<file path="src/rtl/baud_pkg.sv">
// Shared constants and types for the programmable baud tick generator.
package baud_pkg;

  localparam int DIV_MIN      = 2;
  localparam int DIV_RST_DEF  = 163;
  localparam int FRAC_RST_DEF = 12;
  localparam int OVS_DEF      = 16;
  localparam int CLK_HZ       = 50_000_000;

  // Rate presets at 50 MHz with 16x oversampling: integer part and 1/16 fraction.
  localparam int DIV_9600    = 325;
  localparam int FRAC_9600   = 8;
  localparam int DIV_19200   = 162;
  localparam int FRAC_19200  = 12;
  localparam int DIV_115200  = 27;
  localparam int FRAC_115200 = 2;

  typedef enum logic {
    CFG_IDLE = 1'b0,
    CFG_PEND = 1'b1
  } cfg_state_t;

endpackage

</file>
<file path="src/rtl/baud_os_counter.sv">
// Modulo-OVS oversample counter; o_tc flags the last oversample of a bit.
module baud_os_counter #(
  parameter int OVS = 16
) (
  input  logic clk,
  input  logic reset,
  input  logic i_inc,
  input  logic i_clr,
  output logic o_tc
);

  localparam int            W    = (OVS > 1) ? $clog2(OVS) : 1;
  localparam logic [W-1:0]  LAST = W'(OVS - 1);

  logic [W-1:0] r_cnt;

  // NOTE: sequential state uses non-blocking assignments so every register samples pre-edge values.
  always_ff @(posedge clk or posedge reset) begin
    if (reset) begin
      r_cnt <= '0;
    end else if (i_clr) begin
      r_cnt <= '0;
    end else if (i_inc) begin
      r_cnt <= (r_cnt == LAST) ? '0 : r_cnt + W'(1);
    end
  end

  assign o_tc = (r_cnt == LAST);

endmodule

</file>
<file path="src/rtl/baud_gen_prog.sv">
// Runtime-programmable baud tick generator with valid/ready divisor reload.
// Define BAUD_GEN_FRAC_EN to enable the fractional-divisor accumulator.
module baud_gen_prog
  import baud_pkg::*;
#(
  parameter int DIV_W    = 16,
  parameter int FRAC_W   = 4,
  parameter int OVS      = OVS_DEF,
  parameter int DIV_RST  = DIV_RST_DEF,
  parameter int FRAC_RST = FRAC_RST_DEF
) (
  input  logic              clk,
  input  logic              reset,
  input  logic              en,
  input  logic              sync,
  input  logic              cfg_valid,
  output logic              cfg_ready,
  input  logic [DIV_W-1:0]  div_int,
  input  logic [FRAC_W-1:0] div_frac,
  output logic              cfg_err,
  output logic              s_tick,
  output logic              b_tick
);

  logic [DIV_W-1:0] r_cnt;
  logic [DIV_W-1:0] r_div_cur;
  logic [DIV_W-1:0] r_div_pnd;
  logic [DIV_W-1:0] w_pend;
  logic             r_cfg_err;
  cfg_state_t       r_state;
  cfg_state_t       w_state_nxt;
  logic             w_ext;
  logic             w_xfer;
  logic             w_bad;
  logic             w_capture;
  logic             w_activate;
  logic             w_clr;
  logic             w_os_tc;

  assign w_clr      = en & sync;
  assign w_xfer     = cfg_valid & cfg_ready;
  assign w_bad      = (div_int < DIV_W'(DIV_MIN));
  assign w_capture  = w_xfer & ~w_bad;
  // A reload only lands on a period boundary, or at once when the phase is frozen or restarted.
  assign w_activate = (r_state == CFG_PEND) & (s_tick | ~en | sync);
  assign w_pend     = r_div_cur - DIV_W'(1) + DIV_W'(w_ext);
  assign s_tick     = en & ~sync & (r_cnt == w_pend);
  assign b_tick     = s_tick & w_os_tc;
  assign cfg_err    = r_cfg_err;

  always_ff @(posedge clk or posedge reset) begin
    if (reset) begin
      r_cnt     <= '0;
      r_div_cur <= DIV_W'(DIV_RST);
      r_div_pnd <= '0;
      r_cfg_err <= 1'b0;
    end else begin
      r_cfg_err <= w_xfer & w_bad;
      if (w_clr || s_tick) begin
        r_cnt <= '0;
      end else if (en) begin
        r_cnt <= r_cnt + DIV_W'(1);
      end
      if (w_capture) begin
        r_div_pnd <= div_int;
      end
      if (w_activate) begin
        r_div_cur <= r_div_pnd;
      end
    end
  end

`ifdef BAUD_GEN_FRAC_EN
  logic [FRAC_W-1:0] r_acc;
  logic [FRAC_W-1:0] r_frac_cur;
  logic [FRAC_W-1:0] r_frac_pnd;
  logic              r_ext;
  logic [FRAC_W:0]   w_sum;

  assign w_sum = {1'b0, r_acc} + {1'b0, r_frac_cur};
  assign w_ext = r_ext;

  always_ff @(posedge clk or posedge reset) begin
    if (reset) begin
      r_acc      <= '0;
      r_ext      <= 1'b0;
      r_frac_cur <= FRAC_W'(FRAC_RST);
      r_frac_pnd <= '0;
    end else begin
      if (w_capture) begin
        r_frac_pnd <= div_frac;
      end
      if (w_activate) begin
        r_frac_cur <= r_frac_pnd;
      end
      if (w_activate || w_clr) begin
        {r_ext, r_acc} <= '0;
      end else if (s_tick) begin
        {r_ext, r_acc} <= w_sum;
      end
    end
  end
`else
  logic w_unused_frac;
  assign w_unused_frac = ^{div_frac, FRAC_W'(FRAC_RST)};
  assign w_ext         = 1'b0;
`endif

  always_ff @(posedge clk or posedge reset) begin
    if (reset) begin
      r_state <= CFG_IDLE;
    end else begin
      r_state <= w_state_nxt;
    end
  end

  // NOTE: assigning a default before the case keeps this block free of inferred latches.
  always_comb begin
    w_state_nxt = r_state;
    case (r_state)
      CFG_IDLE: if (w_capture)  w_state_nxt = CFG_PEND;
      CFG_PEND: if (w_activate) w_state_nxt = CFG_IDLE;
      default:                  w_state_nxt = CFG_IDLE;
    endcase
  end

  always_comb begin
    cfg_ready = (r_state == CFG_IDLE);
  end

  baud_os_counter #(
    .OVS (OVS)
  ) u_os_counter (
    .clk   (clk),
    .reset (reset),
    .i_inc (s_tick),
    .i_clr (w_clr),
    .o_tc  (w_os_tc)
  );

endmodule

</file>
<file path="config.mk">
export PLATFORM = sky130hd
export DESIGN_NAME = baud_gen_prog
export DESIGN_NICKNAME = d
export VERILOG_FILES = /design/src/rtl/baud_pkg.sv /design/src/rtl/baud_os_counter.sv /design/src/rtl/baud_gen_prog.sv
export SDC_FILE = /design/constraint.sdc
export NUM_CORES = 1
export LEC_CHECK = 0
export CAP_MARGIN = 20
export CORE_UTILIZATION = 30
export DETAILED_ROUTE_END_ITERATION = 8
export SYNTH_ARGS = -nofsm -noshare
export SYNTH_HDL_FRONTEND = slang
export SYNTH_SLANG_ARGS = --single-unit
</file>
<file path="constraint.sdc">
create_clock -name clk -period 7.08 [get_ports clk]
set_input_delay 1.062 -clock clk [delete_from_list [all_inputs] [get_ports clk]]
set_output_delay 1.062 -clock clk [all_outputs]
set_load 0.005 [all_outputs]
</file>
==> flow_summary.yaml, run 1 <==
status:
  status: "finished clean"
global_routing:
  groute.usage.overall_pct: 12.9
  initial_antenna_violation_count: 0
  grt_max_degree: 55
  number_of_global_route_vias_before_repair: 2170
  grt_first_pass_wirelength_um: 10600
  grt_remaining_overflow: 0
pwr:
  fin_total_pwr_mw: 0.865
  power_density_nw_per_um2: 246
  ir_worst_vdd_mv: 0.121
  p_leak_nw: 1.42
timing:
  worst_pin_slew_ns: 0.769
  report.final.setup_viol: 0
  setup_slack_ns: 2.39
  grt_setup_unrepaired: "no"
  fmax_ghz: 0.213
  finalCritPeriodShare_pct: 66.3
  timing.final.crit_period_ns: 4.69
  worst_hold_slack_ns: 0.512
  hold_violations: 0
  final.setup.tns_ns: 0
  finalMaxSlewViolations: 0
  max_clock_skew_ns: 0.00649
  max-slew-margin-rel_pct: 48.7
clock_network:
  clkLatencyLatePin_ns: 0.31
  cts-resized-gates: 0
  postCtsHoldBufs: 0
  cts-buffers-inserted: 5
  cts_tree: "done"
  cts_sinks: 54
  cts_setup_buffers: 0
  cts_htree_levels: 2
  cts_root_buffer_type: "clkbuf_8"
  clock_input_transition_at_the_sequential_cells_of_the_worst_setup_and_hold_paths_ns: 0.09
  clock_tree.buffer_depth: 2
critical_path:
  critical_path.startpoint: "r_div_cur[8]"
  crit_arrival_ns: 3.63
  worst_setup_path_end_kind: "primary output"
  worst_r2r_startpoint: "r_div_cur[8]"
  worstPathRequired_ns: 6.02
  setup.worst_path.class: "flop to primary output"
  worstSetupStartpointType: "flop"
  critPathMaxFanout: 5
floorplan:
  rows: 36
  chipWidth_um: 103
  floorplan.initialDensity_pct: 31.2
  die_h_um: 103
  floorplan.core_area_um2: 9860
  die_area_um2: 10700
  i_o_pin_count: 29
worst_hold_path:
  min_path_type: "flop to flop"
  hold_start: "r_div_pnd[14]"
cells_and_area:
  final-instance-count-excl-fill: 437
  antennaDiodeCount: 0
  number_of_nets_in_the_layout: 331
  areaGrowthSynthToFinish_pct: 14.1
  postLayoutCellArea_um2: 3510
  layout.core_utilization_pct: 35.6
  post_route_cells_drive_above_1_share_pct: 18.4
flow_run:
  max-cap-violations: 0
routing:
  wire_per_inst_um: 14.2
  drt_first_iter_violations: 103
  drc_errors: 0
  viasPerCell: 5.00
  vias: 2187
  detailedRoute.firstPassIterationCount: 4
  totalWireLength_um: 6190
  final_antenna_net_count: 0
place:
  numPlacedInstances: 429
  globalplace.congestion: 0.796
  portBuffers: 24
  detailedPlace.worstSlack_ns: 2.71
  placed_area_um2: 3430
  detailed_place_hpwl_um: 4580
logic_synthesis:
  ys_dominant_reg_cell: "dfrtp_1"
  synth.lib_cells_used.distinct: 56
  synth.ff_latch_count: 54
  yosysSeqAreaShare_pct: 44.0
  synth_nets: 309
  ys_async_sr_fraction_pct: 100
  synth_enable_flop_cells: 0
  mappedNetlistArea_um2: 3080
  syn_inst: 281
  yosysWarningCount: 0
  syn_area_per_cell_um2: 11.0
[final cells by class]
| type | instances | area, µm² |
|---|---|---|
| Sequential cell | 54 | 1360 |
| Tap cell | 133 | 166 |
| Inverter | 16 | 60.1 |
| Multi-Input combinational cell | 201 | 1600 |
| Fill cell | 975 | 6350 |
| Clock buffer | 6 | 72.6 |
| Timing Repair Buffer | 25 | 248 |
| Clock inverter | 2 | 10.0 |
[registers in the layout, summed over array words and instances (netlist names)]
name	cells
r_div_cur	16
r_div_pnd	16
r_cnt	16
cfg_err	1
r_state	1
u_os_counter.r_cnt	4
[cell usage in the layout (no fill, tap or decap), types with 4 or more instances in the layout]
master / count
nor3_1: 9
nand3_1: 10
clkbuf_8: 5
mux2_2: 23
dfrtp_1: 50
mux2i_1: 7
xnor2_1: 15
mux2_4: 10
nor2_1: 9
a21oi_1: 6
clkdlybuf4s50_1: 24
xor2_1: 6
nor3b_1: 6
dfstp_2: 4
nand4_1: 5
a21o_1: 6
nand2_1: 13
inv_1: 15
o21ai_0: 6
o22ai_1: 5
nor4_1: 6
and3_1: 8
[where the power goes]
part | leakage, nW | total (mW) | switching [mW] | internal (mW)
clock | 0.0450 | 0.169 | 0.100 | 0.0689
sequential | 0.669 | 0.443 | 0.0699 | 0.373
combinational | 0.702 | 0.253 | 0.116 | 0.138
[final timing paths]
check | end | slack (ns) | cells after the start
worst max-delay path | b_tick | 2.39 | 8
worst min-delay path | r_div_pnd[14] | 0.51 | 1
worst max register to register | r_div_cur[4] | 3.51 | 8
worst min register to register | r_div_pnd[14] | 0.51 | 1
max in group asynchronous | r_cnt[10] | 5.35 | 3
min in group asynchronous | cfg_err | 1.26 | 3
[cells in the mapped netlist, types with 6 or more instances]
library cell | count | area share [%]
xnor2_1 | 15 | 4.3
a21o_1 | 6 | 1.5
nor3_1 | 9 | 1.5
dfrtp_1 | 50 | 41
xor2_1 | 6 | 1.7
mux2_4 | 10 | 4.9
a21oi_1 | 6 | 0.98
nor3b_1 | 6 | 1.5
nor4_1 | 6 | 1.2
nand2_1 | 13 | 1.6
inv_1 | 16 | 2.0
mux2_2 | 23 | 8.4
clkbuf_1 | 7 | 0.85
o21ai_0 | 6 | 0.98
nor2_1 | 9 | 1.1
and3_1 | 8 | 1.6
nand3_1 | 10 | 1.6
mux2i_1 | 7 | 2.3
[cell families after synthesis]
group	Yosys count	share of synthesized area, %
simple gates	85	16.1
compound gates	52	13.2
buf+inv	26	3.94
xor+xnor	21	5.97
mux	40	15.6
fa+ha+maj	3	1.22
flops	54	44.0
[worst max-delay path: stages (launching register included)]
cell	delay [ns]
dfrtp_1	0.44
nor4_1	0.67
nor4b_2	0.42
mux2_2	0.37
mux2i_1	0.22
nor3b_2	0.30
nand2_1	0.17
nor3_1	0.20
clkdlybuf4s50_1	0.52
[layer usage]
metal	vias to the layer above	wire length [µm]	global-route usage (%)
met5	-	0	0
met4	0	67	4.01
met3	5	128	2.42
met2	24	2950	21.7
met1	1079	3040	16.9
li1	1079	-	-
Power figures use the tool's default switching activity.
==> inputs of run 2 (changes only) <==
==> constraint.sdc (replaced) <==
create_clock -name clk -period 3.9 [get_ports clk]
set_input_delay 0.585 -clock clk [delete_from_list [all_inputs] [get_ports clk]]
set_output_delay 0.585 -clock clk [all_outputs]
set_load 0.005 [all_outputs]
==> flow_summary.yaml, run 2 (synthesized netlist as in run 1, its figures left out) <==
clock_network:
  clock_input_transition_at_the_sequential_cells_of_the_worst_setup_and_hold_paths_ns: 0.10
  postCtsHoldBufs: 0
  cts_root_buffer_type: "clkbuf_8"
  cts_tree: "done"
  clkLatencyLatePin_ns: 0.31
  clock_tree.buffer_depth: 2
  cts_sinks: 54
  cts-buffers-inserted: 5
  cts_htree_levels: 2
critical_path:
  crit_path_cell_trace: "buf_4 -> or4_4 -> or4_4 -> a221o_1 -> nor3b_4 -> nand2_2 -> nor3_1 -> dlygate4sd2_1"
  cp_slowest_cell: "or4_4"
  worstPathRequired_ns: 3.31
  setup.worst_path.class: "flop to primary output"
  crit_arrival_ns: 3.08
  reg2regPathDepth: 10
  worst_setup_path_end_kind: "primary output"
  r2r_setup_slack_ns: 0.69
  reg2reg_to: "r_cnt[12]"
  slowest_delay_ns: 0.56
  worst_r2r_startpoint: "r_div_cur[1]"
  worstSetupStartpointType: "flop"
  crit_path_frequent_cell: "or4_4"
  critPathMaxFanout: 5
pwr:
  p_leak_nw: 1.50
  combinational_power_share_pct: 29.6
  clock_power_share_pct: 22.6
  power_switching_mw: 0.546
  ir_worst_vdd_mv: 0.222
  power_density_nw_per_um2: 463
  seqPwrFrac_pct: 47.9
  switching_share_pct: 32.4
  fin_total_pwr_mw: 1.69
  cellInternalPower_mw: 1.14
worst_hold_path:
  hold-path-endpoint: "r_div_cur[12]"
  min_path_type: "flop to flop"
  hold_start: "r_div_pnd[12]"
  instance_count_along_the_most_critical_hold_path: 1
place:
  portBuffers: 24
  placed_area_um2: 3470
  globalplace.congestion: 0.824
  detailedPlace.worstSlack_ns: 0.0739
  detailed_place_hpwl_um: 4710
  numPlacedInstances: 434
timing:
  hold_violations: 0
  timing.final.crit_period_ns: 3.67
  setup_slack_ns: 0.231
  final.setup.tns_ns: 0
  fmax_ghz: 0.273
  report.final.setup_viol: 0
  grt_setup_unrepaired: "no"
  max_clock_skew_ns: 0.00834
  max-slew-margin-rel_pct: 46.8
  worst_pin_slew_ns: 0.798
  finalMaxSlewViolations: 0
  finalCritPeriodShare_pct: 94.1
floorplan:
  floorplan.core_area_um2: 9860
  die_area_um2: 10700
  i_o_pin_count: 29
  floorplan.initialDensity_pct: 31.2
  chipWidth_um: 103
  rows: 36
  die_h_um: 103
cells_and_area:
  postLayoutCellArea_um2: 3640
  leading_cell_type_in_the_layout_fill_and_taps_excluded: "dfrtp_1"
  post_route_cells_drive_above_1_share_pct: 22.4
  fillers: 984
  multi_input_comb_area_um2: 1640
  final_cell_mix: "dfrtp_1 (50), mux2_2 (23), clkdlybuf4s50_1 (22), inv_1 (15), xnor2_1 (15)"
  areaGrowthSynthToFinish_pct: 18.3
  final-instance-count-excl-fill: 445
  antennaDiodeCount: 0
  top_regs: "r_cnt x16, r_div_cur x16, r_div_pnd x16"
  number_of_nets_in_the_layout: 339
  area_of_all_sequential_standard_cells_um2: 1360
global_routing:
  grt_first_pass_wirelength_um: 11000
  grt_max_degree: 34
  grt_remaining_overflow: 0
  initial_antenna_violation_count: 0
  groute.usage.overall_pct: 13.4
  number_of_global_route_vias_before_repair: 2168
routing:
  totalWireLength_um: 6450
  final_antenna_net_count: 0
  drt_first_iter_violations: 109
  drc_errors: 0
  detailedRoute.firstPassIterationCount: 4
  viasPerCell: 4.99
  vias: 2219
  wire_per_inst_um: 14.5
status:
  status: "finished clean"
flow_run:
  max-cap-violations: 0
-- run 2: cell types whose count changed in the layout (fill, tap and decap cells not counted), sizes merged --
cell / delta
bufinv: +1
clkinv: -2
dlymetal6s2s: +1
clkdlybuf4s50: -2
buf: +8
dlygate4sd2: +1
clkinvlp: +1
-- run 2: cell type report --
type,instances,share of cell area (%)
well taps,133,4.57
repair buffers,33,8.49
multi-input cells,201,45.0
clock buffers,6,1.99
clock inverters,2,1.03
flip-flops and latches,54,37.2
inverters,16,1.65
-- run 2: worst max-delay path by stage --
| stage | startpoint | endpoint | slack [ns] | cells after the start |
|---|---|---|---|---|
| after floorplan | r_div_cur[0] | b_tick | 0.86 | 9 |
| after global placement | r_div_cur[1] | b_tick | 0.1 | 10 |
| after detailed placement | r_div_cur[1] | b_tick | 0.07 | 10 |
| after CTS | r_div_cur[0] | s_tick | 0.02 | 9 |
| after global routing | r_div_cur[0] | b_tick | 0.08 | 9 |
| final | r_div_cur[0] | b_tick | 0.23 | 8 |
-- run 2: power groups by stage --
stage | Clock [mW] | Combinational, mW | Sequential (mW)
2_1_floorplan | 0 | 0.383 | 0.774
3_3_place_gp | 0 | 0.465 | 0.809
3_5_place_dp | 0 | 0.474 | 0.815
4_1_cts | 0.388 | 0.492 | 0.807
5_1_grt | 0.407 | 0.546 | 0.827
6_report | 0.380 | 0.498 | 0.807
-- run 2: stage by stage --
stage,util [%],hold slack (ns)
floorplan,-,0.477
global placement,35.2,0.489
detailed placement,35.2,0.494
CTS,36.7,0.517
global route,36.9,0.528
finish,36.9,0.510
-- run 2: layer usage --
metal	share of wire, %	GRT usage (%)	vias up
met5	0	0	-
met3	2.9	2.02	8
met1	48	18.5	1087
met2	48	21.5	31
met4	1.5	4.33	0
li1	-	-	1093
-- run 2: worst max-delay path: cells and delay by family (launching register included) --
family          cells  cell delay [ns]
flops               1             0.38
simple gates        5             1.58
compound gates      1             0.40
buf+inv             2             0.40
-- run 2: what timing repair did --
item	in CTS	in global routing
gates resized for setup	8	3
endpoints found under the hold margin	0	0
endpoints found under the setup margin	2	1
pin swaps	1	1
setup buffers	2	1
